## src/rtl/group_event_arbiter.sv

```systemverilog
// -----------------------------------------------------------------------------
// group_event_arbiter
//
// Round-robin arbiter for 16 pixel groups, arranged as a 4x4 grid. It grants
// one group at a time, moves each pixel event from that group into a
// valid/ready event channel, and takes the grant back when one of these
// happens:
//   - the group reports that its burst is finished, or
//   - the group stays silent for TIMEOUT_CYCLES grant cycles.
//
// Group i maps to req[i/4][i%4]. The same bit mapping is used for in_gnt_o and
// gnt_o, and bit i of grp_release belongs to group i.
//
// Ports
//   clk            sole clock, rising edge
//   rst            synchronous, active-high reset
//   req            [3:0][3:0] group requests
//   grp_release    [15:0] group i has finished its burst
//   in_gnt_o       [3:0][3:0] pixel grant from the granted group (nonzero = valid)
//   in_x_add       [1:0] pixel column inside the granted group
//   in_y_add       [1:0] pixel row inside the granted group
//   timestamp_in   [31:0] pixel event timestamp
//   polarity_in    pixel event polarity
//   gnt_o          [3:0][3:0] registered one-hot group grant
//   evt_valid      event available downstream
//   evt_ready      downstream accepts the event
//   evt_x, evt_y   [3:0] global pixel coordinates {group col/row, pixel addr}
//   evt_timestamp  [31:0] captured timestamp
//   evt_polarity   captured polarity
//   busy           arbiter is not idle
//   timeout_err    one-cycle pulse when a grant is revoked by the timeout
// -----------------------------------------------------------------------------
module group_event_arbiter #(
  parameter int unsigned TIMEOUT_CYCLES = 255
) (
  input  logic             clk,
  input  logic             rst,
  input  logic [3:0][3:0]  req,
  input  logic [15:0]      grp_release,
  input  logic [3:0][3:0]  in_gnt_o,
  input  logic [1:0]       in_x_add,
  input  logic [1:0]       in_y_add,
  input  logic [31:0]      timestamp_in,
  input  logic             polarity_in,
  output logic [3:0][3:0]  gnt_o,
  output logic             evt_valid,
  input  logic             evt_ready,
  output logic [3:0]       evt_x,
  output logic [3:0]       evt_y,
  output logic [31:0]      evt_timestamp,
  output logic             evt_polarity,
  output logic             busy,
  output logic             timeout_err
);

  typedef enum logic [1:0] {
    S_IDLE    = 2'd0,
    S_GRANT   = 2'd1,
    S_OUTPUT  = 2'd2,
    S_RELEASE = 2'd3
  } state_t;

  // Last counter value that is still a legal GRANT cycle. When the counter
  // holds this value and the group is still silent, this GRANT cycle is the
  // TIMEOUT_CYCLES-th one, so the grant is revoked.
  localparam logic [7:0] TIMEOUT_LAST = 8'(TIMEOUT_CYCLES - 1);

  state_t      state_q;
  state_t      state_d;
  logic [3:0]  ptr_q;        // round-robin search start
  logic [3:0]  owner_q;      // currently granted group
  logic [7:0]  silent_cnt_q; // GRANT cycles since entry or last capture
  logic        pend_q;       // sticky: owner asked to release

  logic [15:0] req_flat;
  logic        any_req;
  logic [3:0]  winner;
  logic        pixel_valid;
  logic        owner_release;
  logic        timeout_hit;
  logic        capture;
  logic        timeout_fire;

  assign req_flat      = req;
  assign any_req       = |req_flat;
  assign pixel_valid   = |in_gnt_o;
  assign owner_release = grp_release[owner_q];
  assign timeout_hit   = (silent_cnt_q == TIMEOUT_LAST);
  assign busy          = (state_q != S_IDLE);

  // Round-robin search. The loop runs backwards, from the farthest candidate
  // to ptr itself, so the last match written is the one closest to ptr.
  always_comb begin
    winner = ptr_q;
    for (int k = 15; k >= 0; k--) begin
      if (req_flat[ptr_q + 4'(k)]) begin
        winner = ptr_q + 4'(k);
      end
    end
  end

  // Next-state logic.
  // NOTE: every signal written here gets a default first. Without it, a path
  // that leaves a signal unassigned would infer a latch.
  always_comb begin
    state_d      = state_q;
    capture      = 1'b0;
    timeout_fire = 1'b0;
    unique case (state_q)
      S_IDLE: begin
        if (any_req) begin
          state_d = S_GRANT;
        end
      end
      S_GRANT: begin
        // A pixel capture wins over a same-cycle release. The release stays
        // pending and is acted on after the handshake.
        if (pixel_valid) begin
          state_d = S_OUTPUT;
          capture = 1'b1;
        end else if (pend_q || owner_release) begin
          state_d = S_RELEASE;
        end else if (timeout_hit) begin
          state_d      = S_RELEASE;
          timeout_fire = 1'b1;
        end
      end
      S_OUTPUT: begin
        if (evt_ready) begin
          state_d = (pend_q || owner_release) ? S_RELEASE : S_GRANT;
        end
      end
      S_RELEASE: begin
        state_d = S_IDLE;
      end
      default: begin
        state_d = S_IDLE;
      end
    endcase
  end

  // State register and the one-cycle timeout pulse.
  // NOTE: sequential state uses non-blocking assignments, so every flop here
  // samples the values from before the edge, whatever order the statements
  // are written in.
  always_ff @(posedge clk) begin
    if (rst) begin
      state_q     <= S_IDLE;
      timeout_err <= 1'b0;
    end else begin
      state_q     <= state_d;
      timeout_err <= timeout_fire;
    end
  end

  // Grant ownership, the registered one-hot grant, and the round-robin pointer.
  always_ff @(posedge clk) begin
    if (rst) begin
      ptr_q   <= 4'd0;
      owner_q <= 4'd0;
      gnt_o   <= '0;
    end else begin
      unique case (state_q)
        S_IDLE: begin
          if (any_req) begin
            owner_q <= winner;
            gnt_o   <= 16'(1) << winner;
          end
        end
        S_GRANT, S_OUTPUT: begin
          // The grant does not depend on req once it is issued. It falls only
          // when the FSM heads into RELEASE.
          if (state_d == S_RELEASE) begin
            gnt_o <= '0;
          end
        end
        S_RELEASE: begin
          ptr_q <= owner_q + 4'd1;
          gnt_o <= '0;
        end
        default: begin
          gnt_o <= '0;
        end
      endcase
    end
  end

  // Silent-cycle counter and the sticky release request.
  always_ff @(posedge clk) begin
    if (rst) begin
      silent_cnt_q <= 8'd0;
      pend_q       <= 1'b0;
    end else begin
      unique case (state_q)
        S_IDLE: begin
          silent_cnt_q <= 8'd0;
          pend_q       <= 1'b0;
        end
        S_GRANT: begin
          if (capture) begin
            silent_cnt_q <= 8'd0;
          end else if (!timeout_hit) begin
            silent_cnt_q <= silent_cnt_q + 8'd1;
          end
          if (owner_release) begin
            pend_q <= 1'b1;
          end
        end
        S_OUTPUT: begin
          // The counter is frozen while waiting for the handshake.
          if (owner_release) begin
            pend_q <= 1'b1;
          end
        end
        S_RELEASE: begin
          silent_cnt_q <= 8'd0;
          pend_q       <= 1'b0;
        end
        default: begin
          silent_cnt_q <= 8'd0;
          pend_q       <= 1'b0;
        end
      endcase
    end
  end

  // Event register. It is loaded only on a GRANT-state capture, so in_gnt_o
  // is ignored while an event is waiting.
  // NOTE: the event payload is reset together with evt_valid. A reset during
  // OUTPUT then discards the event and leaves no stale data on the outputs.
  always_ff @(posedge clk) begin
    if (rst) begin
      evt_valid     <= 1'b0;
      evt_x         <= 4'd0;
      evt_y         <= 4'd0;
      evt_timestamp <= 32'd0;
      evt_polarity  <= 1'b0;
    end else if (capture) begin
      evt_valid     <= 1'b1;
      evt_x         <= {owner_q[1:0], in_x_add};
      evt_y         <= {owner_q[3:2], in_y_add};
      evt_timestamp <= timestamp_in;
      evt_polarity  <= polarity_in;
    end else if (state_q == S_OUTPUT && evt_ready) begin
      evt_valid <= 1'b0;
    end
  end

endmodule

```

## config.mk

```make
export PLATFORM = sky130hd
export DESIGN_NAME = group_event_arbiter
export DESIGN_NICKNAME = d
export VERILOG_FILES = /design/src/rtl/group_event_arbiter.sv
export SDC_FILE = /design/constraint.sdc
export NUM_CORES = 1
export LEC_CHECK = 0
export BUFFER_PORTS_ARGS = -buffer_cell sky130_fd_sc_hd__buf_2
export CAP_MARGIN = 20
export CORE_MARGIN = 5
export CORE_UTILIZATION = 55
export DETAILED_ROUTE_END_ITERATION = 12
export GPL_TIMING_DRIVEN = 0
export PLACE_DENSITY_LB_ADDON = 0.3
export SYNTH_ARGS = -nofsm -noshare
export SYNTH_HDL_FRONTEND = slang
export SYNTH_SLANG_ARGS = --single-unit
```

## constraint.sdc

```tcl
create_clock -name clk -period 8.96 [get_ports clk]
set_input_delay 0.896 -clock clk [delete_from_list [all_inputs] [get_ports clk]]
set_output_delay 0.896 -clock clk [all_outputs]
set_load 0.1 [all_outputs]
```

# Word-level counts from Yosys, hierarchy flattened
# Index checks and enable logic that the tools add are counted.
# word_totals
register_bits,78
inputBits,88
# op_classes
addsub,17
n_lt_le_gt_ge,17
eq_ne,9
shifts,1
mux,70
bitwise,1
reduce_logical,14
# op_table
cell,count
$lt 4x5->1 const B,17
$bmux 1 s4,17
$mux 4,16
$pmux 16 s3,1
$add 4x4->4 const B,8
$mux 16,2
$reduce_or 16->1,2
$mux 1,23
$reduce_or 19->1,1
$add 4x3->4 const B,4
$mux 8,2
$pmux 8 s2,1
$shl 1x4->16 const A,1
$mux 2,6
$add 4x1->4 const B,2
$add 4x2->4 const B,2
$add 8x1->8 const B,1
$eq 8x8->1 const B,1
$pmux 2 s4,1
$eq 2x2->1 const B,3
$reduce_and 2->1,3
$reduce_bool 2->1,3
$ne 2x1->1 const B,2
$reduce_or 2->1,2
other kinds (8),8

# Depth between registers and ports, before layout
# Gate-level depths: netlist of the first run.
# depth
word_depth,22
depth_mapped,17
depth_no_buf,11

# Least setup slack after synthesis of the first run
# OpenSTA, ideal clock, no wires.
# synth_path
kind,reg-to-reg
start,reg ptr_q[1]
end,reg gnt_o[13] in the netlist's numbering
arrival_time_ps,3976
required_ps,8873
slack_ps,4897
stages_incl_launch_ff,17
cell_sequence,dfxtp_1 > buf_2 > buf_4 > buf_4 > inv_1 > ha_1 > buf_2 > mux4_2 > mux2_2 > nand2_1 > or4b_1 > a211oi_2 > o2bb2ai_1 > o2bb2a_2 > clkbuf_1 > or3_1 > o31ai_1
# synth_via
elab_chain_cells,22
word_cells_on_any_way,66
cone_classes,add/sub: 15; shift: 1; mux: 50
# synth_rtl
item,line_no,text
start: declaration,70,logic [3:0] ptr_q;
start signal: assignment,178,ptr_q <= owner_q + 4'd1;
$add 4x4->4,"96, 97",
$bmux 1 s4,96,if (req_flat[ptr_q + 4'(k)]) begin
$mux 1 (implied by the code),96,
$mux 4 (15 in series),96,
$mux 4 *,96,
$shl 1x4->16 *,167,gnt_o <= 16'(1) << winner;
$mux 16 *,165,if (any_req) begin
$pmux 16 s3 *,163,unique case (state_q)
end signal: assignment,167,
end: declaration,45,"output logic [3:0][3:0] gnt_o,"
# Mark *: on every way between the ends. The rest lies on a longest branch, timed or not. The select of a mux whose other input is x is not followed.
# A chain may end at the register's enable or synchronous reset.

# Worst setup path after layout of the first run
# layout_path
start,reg ptr_q[0]
end,reg gnt_o[1] in the netlist's numbering
# Same word-level chain as after synthesis.

==> metrics.cfg, run 1 <==
[clocking]
cts_tree = yes
path_clk_slew_ns = 0.08
post_cts_buffers = 0
cts.sinks = 78
insertion_delay_ns = 0.36
hold_buffers = 0
htreeDepth = 3
cts_resized = 0
cts-root-buf = clkbuf_8
numCtsBuffers = 9
cts.path.max_buffers = 2

[timing]
slew_violations = 0
period_share_pct = 56.3
worstMarginPinSlew_ns = 0.969
hold_viol_final = 0
rsz0062_at_grt = no
skew_ns = 0.00960
period_needed_ns = 5.04
fmax_mhz = 198
final.setup.tns_ns = 0
setup_viol = 0
slew_headroom_pct = 35.2

[placement]
placed_cells = 971
gp_congestion = 0.981
portBuffers = 147
place_area_sq_um = 6660
dp_hpwl_mm = 14.9

[detailed_routing]
num_vias = 6200
wirelength_mm = 19.0
avgViaCountPerCell = 6.29
wl_per_cell_um = 19.3
drc_errors = 0
drtIter0Drc = 570
drtPass1Iterations = 5
antenna_left = 0

[worst_setup_path]
timing.rr.end = gnt_o[1]
critPathKind = flop to flop
cp.arrival_ns = 5.32
r2r_cells = 13
r2r-start = ptr_q[0]
endpoint_kind = flop
worstPathMaxFanout = 10
startpoint_type = flop
r2r_setup_slack_ns = 3.92
crit_required_ns = 9.23

[worst_hold_path]
hold_path.class = flop to flop
hold_path.startpoint = pend_q
whs_path_depth = 1
min_to = timeout_err

[logic_synthesis]
synth_seq_cells = 78
synth_nets = 791
synth.cell_area_sq_um = 5750
synth_edf_count = 0
synth_top_cell_by_area = dfxtp_1
avgSynthCellArea_sq_um = 8.36
synthMuxAreaShare_pct = 19.7
synth-xor-area-share_pct = 3.05
synth_top_family_by_area = simple AND/OR/NAND/NOR gates
synthTopCellsByCount = nand2_1, dfxtp_1, a21oi_1
synthArstFlopShare_pct = 0
ys_types = 77
yosys-top-cells-area = dfxtp_1, mux4_2, nand2_1, mux2i_1, a21oi_1
synth_fa_ha_area_share_pct = 3.26
syn_inst = 688
ys.flop_type = dfxtp_1
synth_compound_area_share_pct = 20.4
ys_seq_area_share_pct = 27.2
synth-simple-area-share_pct = 22.0
yosysMostFrequentCell = nand2_1
yosysTopAreaCellShare_pct = 27.2
yosys_warnings = 0

[floorplanning]
dieArea_sq_um = 12600
die_height_um = 112
core_area_sq_um = 10300
start_util_pct = 55.9
io_pins = 148
row_count = 37
die_x_um = 112

[power]
power_density_nw_per_um2 = 306
ir_worst_vdd_mv = 0.209
leakagePower_nw = 2.74

[global_routing]
grt_pass1_vias = 6142
grt_pass1_wl_mm = 30.5
grt_max_degree = 14
antenna_found_initial = 0
grt_usage_pct = 29.4
overflow = 0

[cells_and_area]
drive_gt1_share_pct = 26.7
nets = 949
finalInstanceArea_sq_um = 6880
n_antenna_cell = 0
instances_no_fill = 986
syn_to_final_growth_pct = 19.6

[flow_run]
maxCapViolations = 0

[run_status]
status = finished clean

worst max-delay path, cell delays in order, from the launching register on:
cell       delay (ns)
dfxtp_1          0.58
buf_6            0.24
clkinv_1         0.37
ha_1             0.43
buf_2            0.23
buf_2            0.30
nor2b_1          0.07
a2111oi_0        0.70
nor2b_1          0.10
a2111oi_0        0.50
nor3_1           0.15
o41ai_1          0.64
nand4_1          0.33
o31ai_1          0.30
report_power, final:
part,switching (mW),internal [mW],total (mW)
registers,0.0495,0.418,0.467
logic,0.975,0.365,1.34
clock network,0.132,0.164,0.296
total,1.16,0.946,2.10
state kept, by name (all words and copies together), names as in the netlist:
register / flops
gnt_o: 16
evt_timestamp: 32
evt_x: 4
evt_valid: 1
pend_q: 1
timeout_err: 1
owner_q: 4
ptr_q: 4
evt_y: 4
silent_cnt_q: 8
state_q: 2
evt_polarity: 1
cell usage in the layout, fill, tap and decap left out, types with 3 or more instances in the layout:
cell       Yosys  routed
or3_1         10      10
mux2i_1       32      32
a22oi_1        5       5
xor2_1         7       7
ha_1          15      15
nor2_1        37      37
xnor2_1       13      13
o211ai_1       3       3
inv_1         18      18
o22ai_1        6       6
buf_4          3       3
buf_1          5       5
mux4_2        23      23
clkbuf_1      21      21
o21ai_0       15      15
or4_1          5       5
dfxtp_1       78      78
o2111ai_1      4       4
mux2_2        19      19
a221oi_1       5       5
and3_1         3       3
nand2b_1       4       4
clkbuf_8       0      10
o31ai_1       20      20
a21boi_0       4       4
a2111oi_0      7       7
and2_1         7       7
nand3_1       20      20
nor2b_1        9       9
o221ai_1       4       4
buf_2          8     155
nand2_1      126     126
nor4_1        12      12
nand4_1        7       7
a2bb2oi_1      3       3
a21oi_1       60      60
nor3_1        10      10
nor3b_1        3       3
a211oi_1       7       7
final cells by class:
type	count	area, sq um
Inverter	19	71.3
Tap cell	136	170
Clock inverter	5	82.6
Sequential cell	78	1560
Fill cell	882	3400
Buffer	39	183
Clock buffer	10	138
Multi-Input combinational cell	552	3930
Timing Repair Buffer	147	736
worst max-delay path by stage:
stage                           end  slack [ns]     start
final                      gnt_o[1]        3.92  ptr_q[0]
after global routing       gnt_o[2]        3.63  ptr_q[0]
after CTS                  gnt_o[5]        4.10  ptr_q[0]
after detailed placement   gnt_o[5]        4.13  ptr_q[0]
after global placement     gnt_o[2]        4.15  ptr_q[0]
after floorplan           gnt_o[13]        4.90  ptr_q[1]
routing by layer:
layer / share of wire, % / track usage, % / wire length, um / vias up
li1: - / - / - / 2889
met1: 41 / 36.9 / 7810 / 2933
met2: 47 / 48.4 / 8850 / 337
met3: 10 / 9.33 / 1940 / 41
met4: 2.1 / 9.13 / 406 / 0
met5: 0 / 0 / 0 / -
per-stage QoR:
stage	hold WS [ns]	worst slack, ns	utilization, %	total power, mW
final	0.429	3.92	66.9	2.10
after global routing	0.460	3.63	66.9	2.22
after CTS	0.427	4.10	66.9	2.09
after detailed placement	0.415	4.13	64.8	1.79
after global placement	0.415	4.15	64.8	1.76
after floorplan	0.399	4.90	-	1.51
cell families (layout without fill, tap and decap cells):
kind of cell,after synthesis,after routing
XOR/XNOR,20,20
adder cells (fa/ha/maj),15,15
AND/OR/NAND/NOR,266,266
multiplexers,78,78
flip-flops,78,78
buffers and inverters,58,220
AO/OA/AOI/OAI,173,173
Power figures use the tool's default switching activity.
==> run 2: changes to the inputs <==
--- a/config.mk
+++ b/config.mk
@@ -8,7 +8,7 @@
 export BUFFER_PORTS_ARGS = -buffer_cell sky130_fd_sc_hd__buf_2
 export CAP_MARGIN = 20
 export CORE_MARGIN = 5
-export CORE_UTILIZATION = 55
+export CORE_UTILIZATION = 54
 export DETAILED_ROUTE_END_ITERATION = 12
 export GPL_TIMING_DRIVEN = 0
 export PLACE_DENSITY_LB_ADDON = 0.3
==> constraint.sdc (replaced) <==
create_clock -name clk -period 4.66 [get_ports clk]
set_input_delay 0.466 -clock clk [delete_from_list [all_inputs] [get_ports clk]]
set_output_delay 0.466 -clock clk [all_outputs]
set_load 0.1 [all_outputs]
==> run 2 against run 1 <==
Net effect: first-iteration DRC count up 0.53%; highest routed layer unchanged; design area grew 1.6%; global-route usage down 1.1 points.
==> metrics.cfg, run 2 (synthesis gave the netlist of run 1 again) <==
[floorplanning]
core_area_sq_um = 10400  ; +0.90%
start_util_pct = 55.4  ; -0.50 points
die_x_um = 113  ; +0.84%
row_count = 37  ; unchanged
io_pins = 148  ; unchanged
die_height_um = 113  ; +0.84%
dieArea_sq_um = 12800  ; +1.7%

[global_routing]
grt_pass1_vias = 6053  ; -1.4%
grt_pass1_wl_mm = 29.7  ; -2.6%
overflow = 0  ; unchanged
grt_usage_pct = 28.4  ; -1.1 points
antenna_found_initial = 0  ; unchanged
grt_max_degree = 20  ; +6

[clocking]
cts_tree = yes
cts-root-buf = clkbuf_8
cts.sinks = 78  ; unchanged
htreeDepth = 3  ; unchanged
insertion_delay_ns = 0.35  ; about the same
numCtsBuffers = 9  ; unchanged
cts.path.max_buffers = 2  ; unchanged
hold_buffers = 0  ; unchanged
path_clk_slew_ns = 0.09  ; about the same

[placement]
gp_congestion = 1.02  ; +4.2%
portBuffers = 147  ; unchanged
dp_hpwl_mm = 14.5  ; -2.7%

[timing]
final.setup.tns_ns = 0  ; unchanged
slew_headroom_pct = 37.0  ; +1.8 points
skew_ns = 0.0161  ; +0.00646 ns
period_share_pct = 95.3  ; +39 points
period_needed_ns = 4.44  ; -0.603 ns
worstMarginPinSlew_ns = 0.942  ; -0.0267 ns
setup_viol = 0  ; unchanged
hold_viol_final = 0  ; unchanged
rsz0062_at_grt = no
fmax_mhz = 225  ; +14%
slew_violations = 0  ; unchanged

[detailed_routing]
drc_errors = 0  ; unchanged
antenna_left = 0  ; unchanged
wirelength_mm = 18.8  ; -1.3%
drtPass1Iterations = 5  ; unchanged
drtIter0Drc = 573  ; +0.53%
num_vias = 6230  ; +0.48%
wl_per_cell_um = 18.9  ; -1.9%
avgViaCountPerCell = 6.28  ; -0.12%

[worst_hold_path]
hold_path.class = primary input to flop

[worst_setup_path]
crit_required_ns = 4.93  ; -4.30 ns
endpoint_kind = flop
cp.arrival_ns = 4.71  ; -0.61 ns
startpoint_type = flop
cp_slowest_stage_delay_ns = 0.59  ; -0.11 ns
slowest_stage = mux4_2
critical_path.top_delay_family = buffers and inverters
critical_path_buf_inv_count = 5  ; +1
worstPathMaxFanout = 19  ; +9
critPathKind = flop to flop
cpMostUsedCell = clkbuf_4
path_cells = clkbuf_4, buf_12, clkinvlp_4, ha_1, clkbuf_4, mux4_2, mux2_2, nand2_1, or4b_1, a211oi_2, o2bb2ai_1, o2bb2a_2, clkbuf_1, or3_1, o31ai_1

[power]
p_clk_share_pct = 11.9  ; -2.2 points
leakagePower_nw = 2.78  ; +1.5%
ir_worst_vdd_mv = 0.416  ; +99%
sw_frac_of_total_pct = 56.6  ; +1.6 points
comb_power_share_pct = 65.6  ; +1.9 points
power.internal_mw = 1.73  ; +83%
power_density_nw_per_um2 = 572  ; +87%
switchingPower_mw = 2.26  ; +95%
seqPwrFrac_pct = 22.4  ; +0.2 points

[cells_and_area]
largestRegisters = evt_timestamp (32), gnt_o (16), silent_cnt_q (8)
largest_reg_flops = 32  ; unchanged
drive_gt1_share_pct = 29.2  ; +2.5 points
layout_commonest_cell = buf_2
syn_to_final_growth_pct = 21.5
mostFrequentLayoutCells = buf_2, nand2_1, dfxtp_1
n_antenna_cell = 0  ; unchanged
top_register = evt_timestamp
final_util_pct = 67.3  ; +0.44 points
nets = 954  ; +0.53%

[flow_run]
maxCapViolations = 0  ; unchanged

[run_status]
status = finished clean

==> run 2: cell types whose count changed in the layout (fill, tap and decap cells not counted), moves of 4 or more <==
cell and delta:
a2111oi_0 -4, clkinvlp_4 +4, xnor2_1 -5, xnor2_2 +5, buf_4 +4
==> run 2: through the flow <==
step / hold WS [ns] / power [mW] / cells / setup WS [ns] / instance area [sq um]
finish: 0.339 / 3.99 / 992 / 0.220 / 6980
global route: 0.327 / 4.23 / 992 / 0.00336 / 6980
CTS: 0.327 / 3.93 / 989 / 0.0156 / 6870
detailed placement: 0.418 / 3.43 / 971 / -0.239 / 6660
global placement: 0.416 / 3.38 / 971 / -0.123 / 6660
floorplan: 0.399 / 2.90 / 688 / 0.597 / 5750
==> run 2: final timing paths <==
path	start	endpoint	slack (ns)	depth (start not counted)
setup / recovery	ptr_q[1]	gnt_o[13]	0.22	15
hold / removal	timestamp_in[11]	evt_timestamp[11]	0.34	3
hold reg to reg	pend_q	timeout_err	0.43	1
setup reg to reg	ptr_q[1]	gnt_o[13]	0.22	15
==> run 2: repair_timing <==
action / in CTS / in global routing
endpoints found under the setup margin: 18 / 19
gates cloned: 0 / 0
gates resized for setup: 7 / 23
setup buffers: 3 / 3
pin swaps: 0 / 0
==> run 2: cell type report <==
cell class | count | area, sq um
Tap cell | 136 | 170
Sequential cell | 78 | 1560
Timing Repair Buffer | 153 | 781
Clock inverter | 7 | 57.6
Clock buffer | 9 | 124
Buffer | 38 | 196
Multi-Input combinational cell | 552 | 4010
Inverter | 19 | 81.3
Fill cell | 883 | 3390
==> run 2: worst reg2reg max path: stages, from the launching register on <==
cell and delay [ns]:
dfxtp_1 0.41, clkbuf_4 0.22, buf_12 0.18, clkinvlp_4 0.17, ha_1 0.30, clkbuf_4 0.21, mux4_2 0.60, mux2_2 0.31
nand2_1 0.10, or4b_1 0.47, a211oi_2 0.18, o2bb2ai_1 0.17, o2bb2a_2 0.29, clkbuf_1 0.19, or3_1 0.36, o31ai_1 0.20
==> run 2: metal layers <==
layer	GRT usage [%]	up-vias	share of wire [%]
met5	0	-	0
met4	10.8	0	2.7
met3	8.77	42	12
met2	45.4	360	47
met1	35.8	2927	39
li1	-	2901	-
==> run 2: power by group through the flow <==
stage	registers [mW]	logic, mW	clock network, mW
5_1_grt	0.913	2.79	0.525
3_3_place_gp	0.900	2.48	0
3_5_place_dp	0.907	2.52	0
6_report	0.896	2.62	0.477
2_1_floorplan	1.61	1.29	0
4_1_cts	0.895	2.55	0.489
==> run 3: changes to the inputs <==
--- a/config.mk
+++ b/config.mk
@@ -7,11 +7,13 @@
 export LEC_CHECK = 0
 export BUFFER_PORTS_ARGS = -buffer_cell sky130_fd_sc_hd__buf_2
 export CAP_MARGIN = 20
+export CORE_ASPECT_RATIO = 1.2
 export CORE_MARGIN = 5
 export CORE_UTILIZATION = 54
 export DETAILED_ROUTE_END_ITERATION = 12
 export GPL_TIMING_DRIVEN = 0
 export PLACE_DENSITY_LB_ADDON = 0.3
+export REMOVE_ABC_BUFFERS = 1
 export SYNTH_ARGS = -nofsm -noshare
 export SYNTH_HDL_FRONTEND = slang
 export SYNTH_SLANG_ARGS = --single-unit
==> run 3 against run 2 <==
Net effect: die area is essentially flat; wire length shrank 6.0%; count of clock-buffer cells in the layout stayed put; largest cell class unchanged.
==> metrics.cfg, run 3 (synthesis gave the netlist of run 1 again) <==
[cells_and_area]
syn_to_final_growth_pct = 20.1
top_register = evt_timestamp
largestRegisters = evt_timestamp (32), gnt_o (16), silent_cnt_q (8)
n_antenna_cell = 0  ; unchanged
finalInstanceArea_sq_um = 6900  ; -1.1%
layout_commonest_cell = buf_2
nets = 915  ; -4.1%
final_util_pct = 66.0  ; -1.4 points
mostFrequentLayoutCells = buf_2, nand2_1, dfxtp_1
drive_gt1_share_pct = 28.3  ; -0.93 points
largest_reg_flops = 32  ; unchanged

[detailed_routing]
drc_errors = 0  ; unchanged
drtPass1Iterations = 5  ; unchanged
wirelength_mm = 17.7  ; -6.0%
drtIter0Drc = 458  ; -20%
wl_per_cell_um = 18.7  ; -1.4%
num_vias = 6035  ; -3.1%
avgViaCountPerCell = 6.38  ; +1.6%
antenna_left = 0  ; unchanged

[timing]
fmax_mhz = 229  ; +1.5%
slew_headroom_pct = 30.2  ; -6.8 points
hold_viol_final = 0  ; unchanged
period_needed_ns = 4.38  ; -0.0641 ns
hold_slack_ns = 0.353  ; +0.0140 ns
setup_viol = 0  ; unchanged
skew_ns = 0.0105  ; -0.00556 ns
worstMarginPinSlew_ns = 1.05  ; +0.105 ns
rsz0062_at_grt = no
final.setup.tns_ns = 0  ; unchanged
period_share_pct = 93.9  ; -1.4 points
setup_ws_ns = 0.284  ; +0.0641 ns
slew_violations = 0  ; unchanged

[placement]
gp_congestion = 0.972  ; -5.0%
dp_hpwl_mm = 12.9  ; -11%
place_area_sq_um = 6500  ; -2.3%
place_worst_setup_slack_ns = -1.20  ; -0.956 ns
portBuffers = 147  ; unchanged

[run_status]
status = finished clean

[worst_setup_path]
startpoint_type = flop
cp_slowest_stage_delay_ns = 0.66  ; +0.07 ns
timing.rr.end = gnt_o[12]
r2r_cells = 11  ; -4
endpoint_kind = flop
crit_required_ns = 4.91  ; -0.02 ns
worstPathMaxFanout = 22  ; +3
r2r_setup_slack_ns = 0.28  ; +0.06 ns
path_cells = clkinv_2, ha_4, xnor2_1, mux2i_1, o22ai_1, or4b_1, a211oi_2, o2bb2ai_1, o2bb2a_2, or3_1, o31ai_1
critPathKind = flop to flop
cp.arrival_ns = 4.62  ; -0.09 ns
slowest_stage = xnor2_1
r2r-start = ptr_q[0]

[floorplanning]
start_util_pct = 54.9  ; -0.50 points
die_height_um = 123  ; +8.7%
dieArea_sq_um = 12800  ; about the same
io_pins = 148  ; unchanged
die_x_um = 104  ; -7.9%
row_count = 41  ; +11%
core_area_sq_um = 10500  ; +0.92%

[power]
leakagePower_nw = 2.72  ; -2.4%
power_density_nw_per_um2 = 599  ; +4.8%
ir_worst_vdd_mv = 0.227  ; -45%

[clocking]
numCtsBuffers = 9  ; unchanged
cts.sinks = 78  ; unchanged
cts-root-buf = clkbuf_16
path_clk_slew_ns = 0.07  ; -0.02 ns
hold_buffers = 0  ; unchanged
cts.path.max_buffers = 2  ; unchanged
cts_tree = yes
htreeDepth = 3  ; unchanged
insertion_delay_ns = 0.34  ; about the same

[worst_hold_path]
whs_path_depth = 3  ; unchanged
hold_path.startpoint = timestamp_in[18]
hold_path.class = primary input to flop
min_to = evt_timestamp[18]

[global_routing]
grt_usage_pct = 25.6  ; -2.7 points
grt_pass1_wl_mm = 27.3  ; -8.0%
overflow = 0  ; unchanged
antenna_found_initial = 0  ; unchanged
grt_max_degree = 59  ; +200%
grt_pass1_vias = 5577  ; -7.9%

[flow_run]
maxCapViolations = 0  ; unchanged

==> run 3: changes by cell type in the layout (fill, tap and decap cells not counted), moves of 3 or more <==
cell	delta
clkbuf_1	-20
clkbuf_8	-8
clkbuf_4	-3
xnor2_2	-4
clkbuf_16	+9
dfxtp_4	+3
buf_1	-5
a2111oi_0	+3
buf_4	-6
buf_2	-5
xnor2_1	+4
==> run 3: how the worst max path moves through the flow <==
stage | endpoint | from | slack [ns] | cells past startpoint
6_report | gnt_o[12] | ptr_q[0] | 0.28 | 11
5_1_grt | gnt_o[12] | ptr_q[0] | 0.01 | 11
4_1_cts | gnt_o[1] | ptr_q[2] | 0.02 | 11
3_5_place_dp | gnt_o[13] | ptr_q[0] | -1.20 | 11
3_3_place_gp | gnt_o[13] | ptr_q[0] | -1.89 | 11
2_1_floorplan | gnt_o[13] | ptr_q[0] | -0.54 | 11
==> run 3: cell type report <==
cell class / count / area [sq um]
multi-input cells: 552 / 3980
fillers: 890 / 3560
flip-flops and latches: 78 / 1570
repair buffers: 152 / 827
clock buffers: 9 / 225
well taps: 129 / 161
inverters: 19 / 72.6
clock inverters: 7 / 61.3
==> run 3: critical path, delay by kind of cell, from the launching register on <==
family	cells	cell delay (ns)
flip-flops	1	0.59
buffers and inverters	1	0.30
AO/OA/AOI/OAI	5	1.07
multiplexers	1	0.50
XOR/XNOR	1	0.66
adder cells (fa/ha/maj)	1	0.26
AND/OR/NAND/NOR	2	0.90
==> run 3: timing repair <==
action	4_1_cts	5_1_grt
pin swaps	0	1
gates resized for setup	8	6
setup buffers	0	3
endpoints found under the setup margin	20	18
==> run 3: power breakdown <==
part	total, mW	internal (mW)	switching [mW]
logic	2.53	0.723	1.81
clock network	0.664	0.370	0.294
registers	0.939	0.805	0.134
==> run 3: stage by stage <==
stage | total power, mW | instances
floorplan | 2.85 | 649
global placement | 3.32 | 925
detailed placement | 3.40 | 926
CTS | 4.08 | 942
global route | 4.35 | 946
finish | 4.14 | 946
==> run 3: layer usage <==
layer	track usage, %	wire [um]
met1	30.2	6800
met3	5.69	1290
met5	0	0
met4	11.7	601
met2	44.7	8960
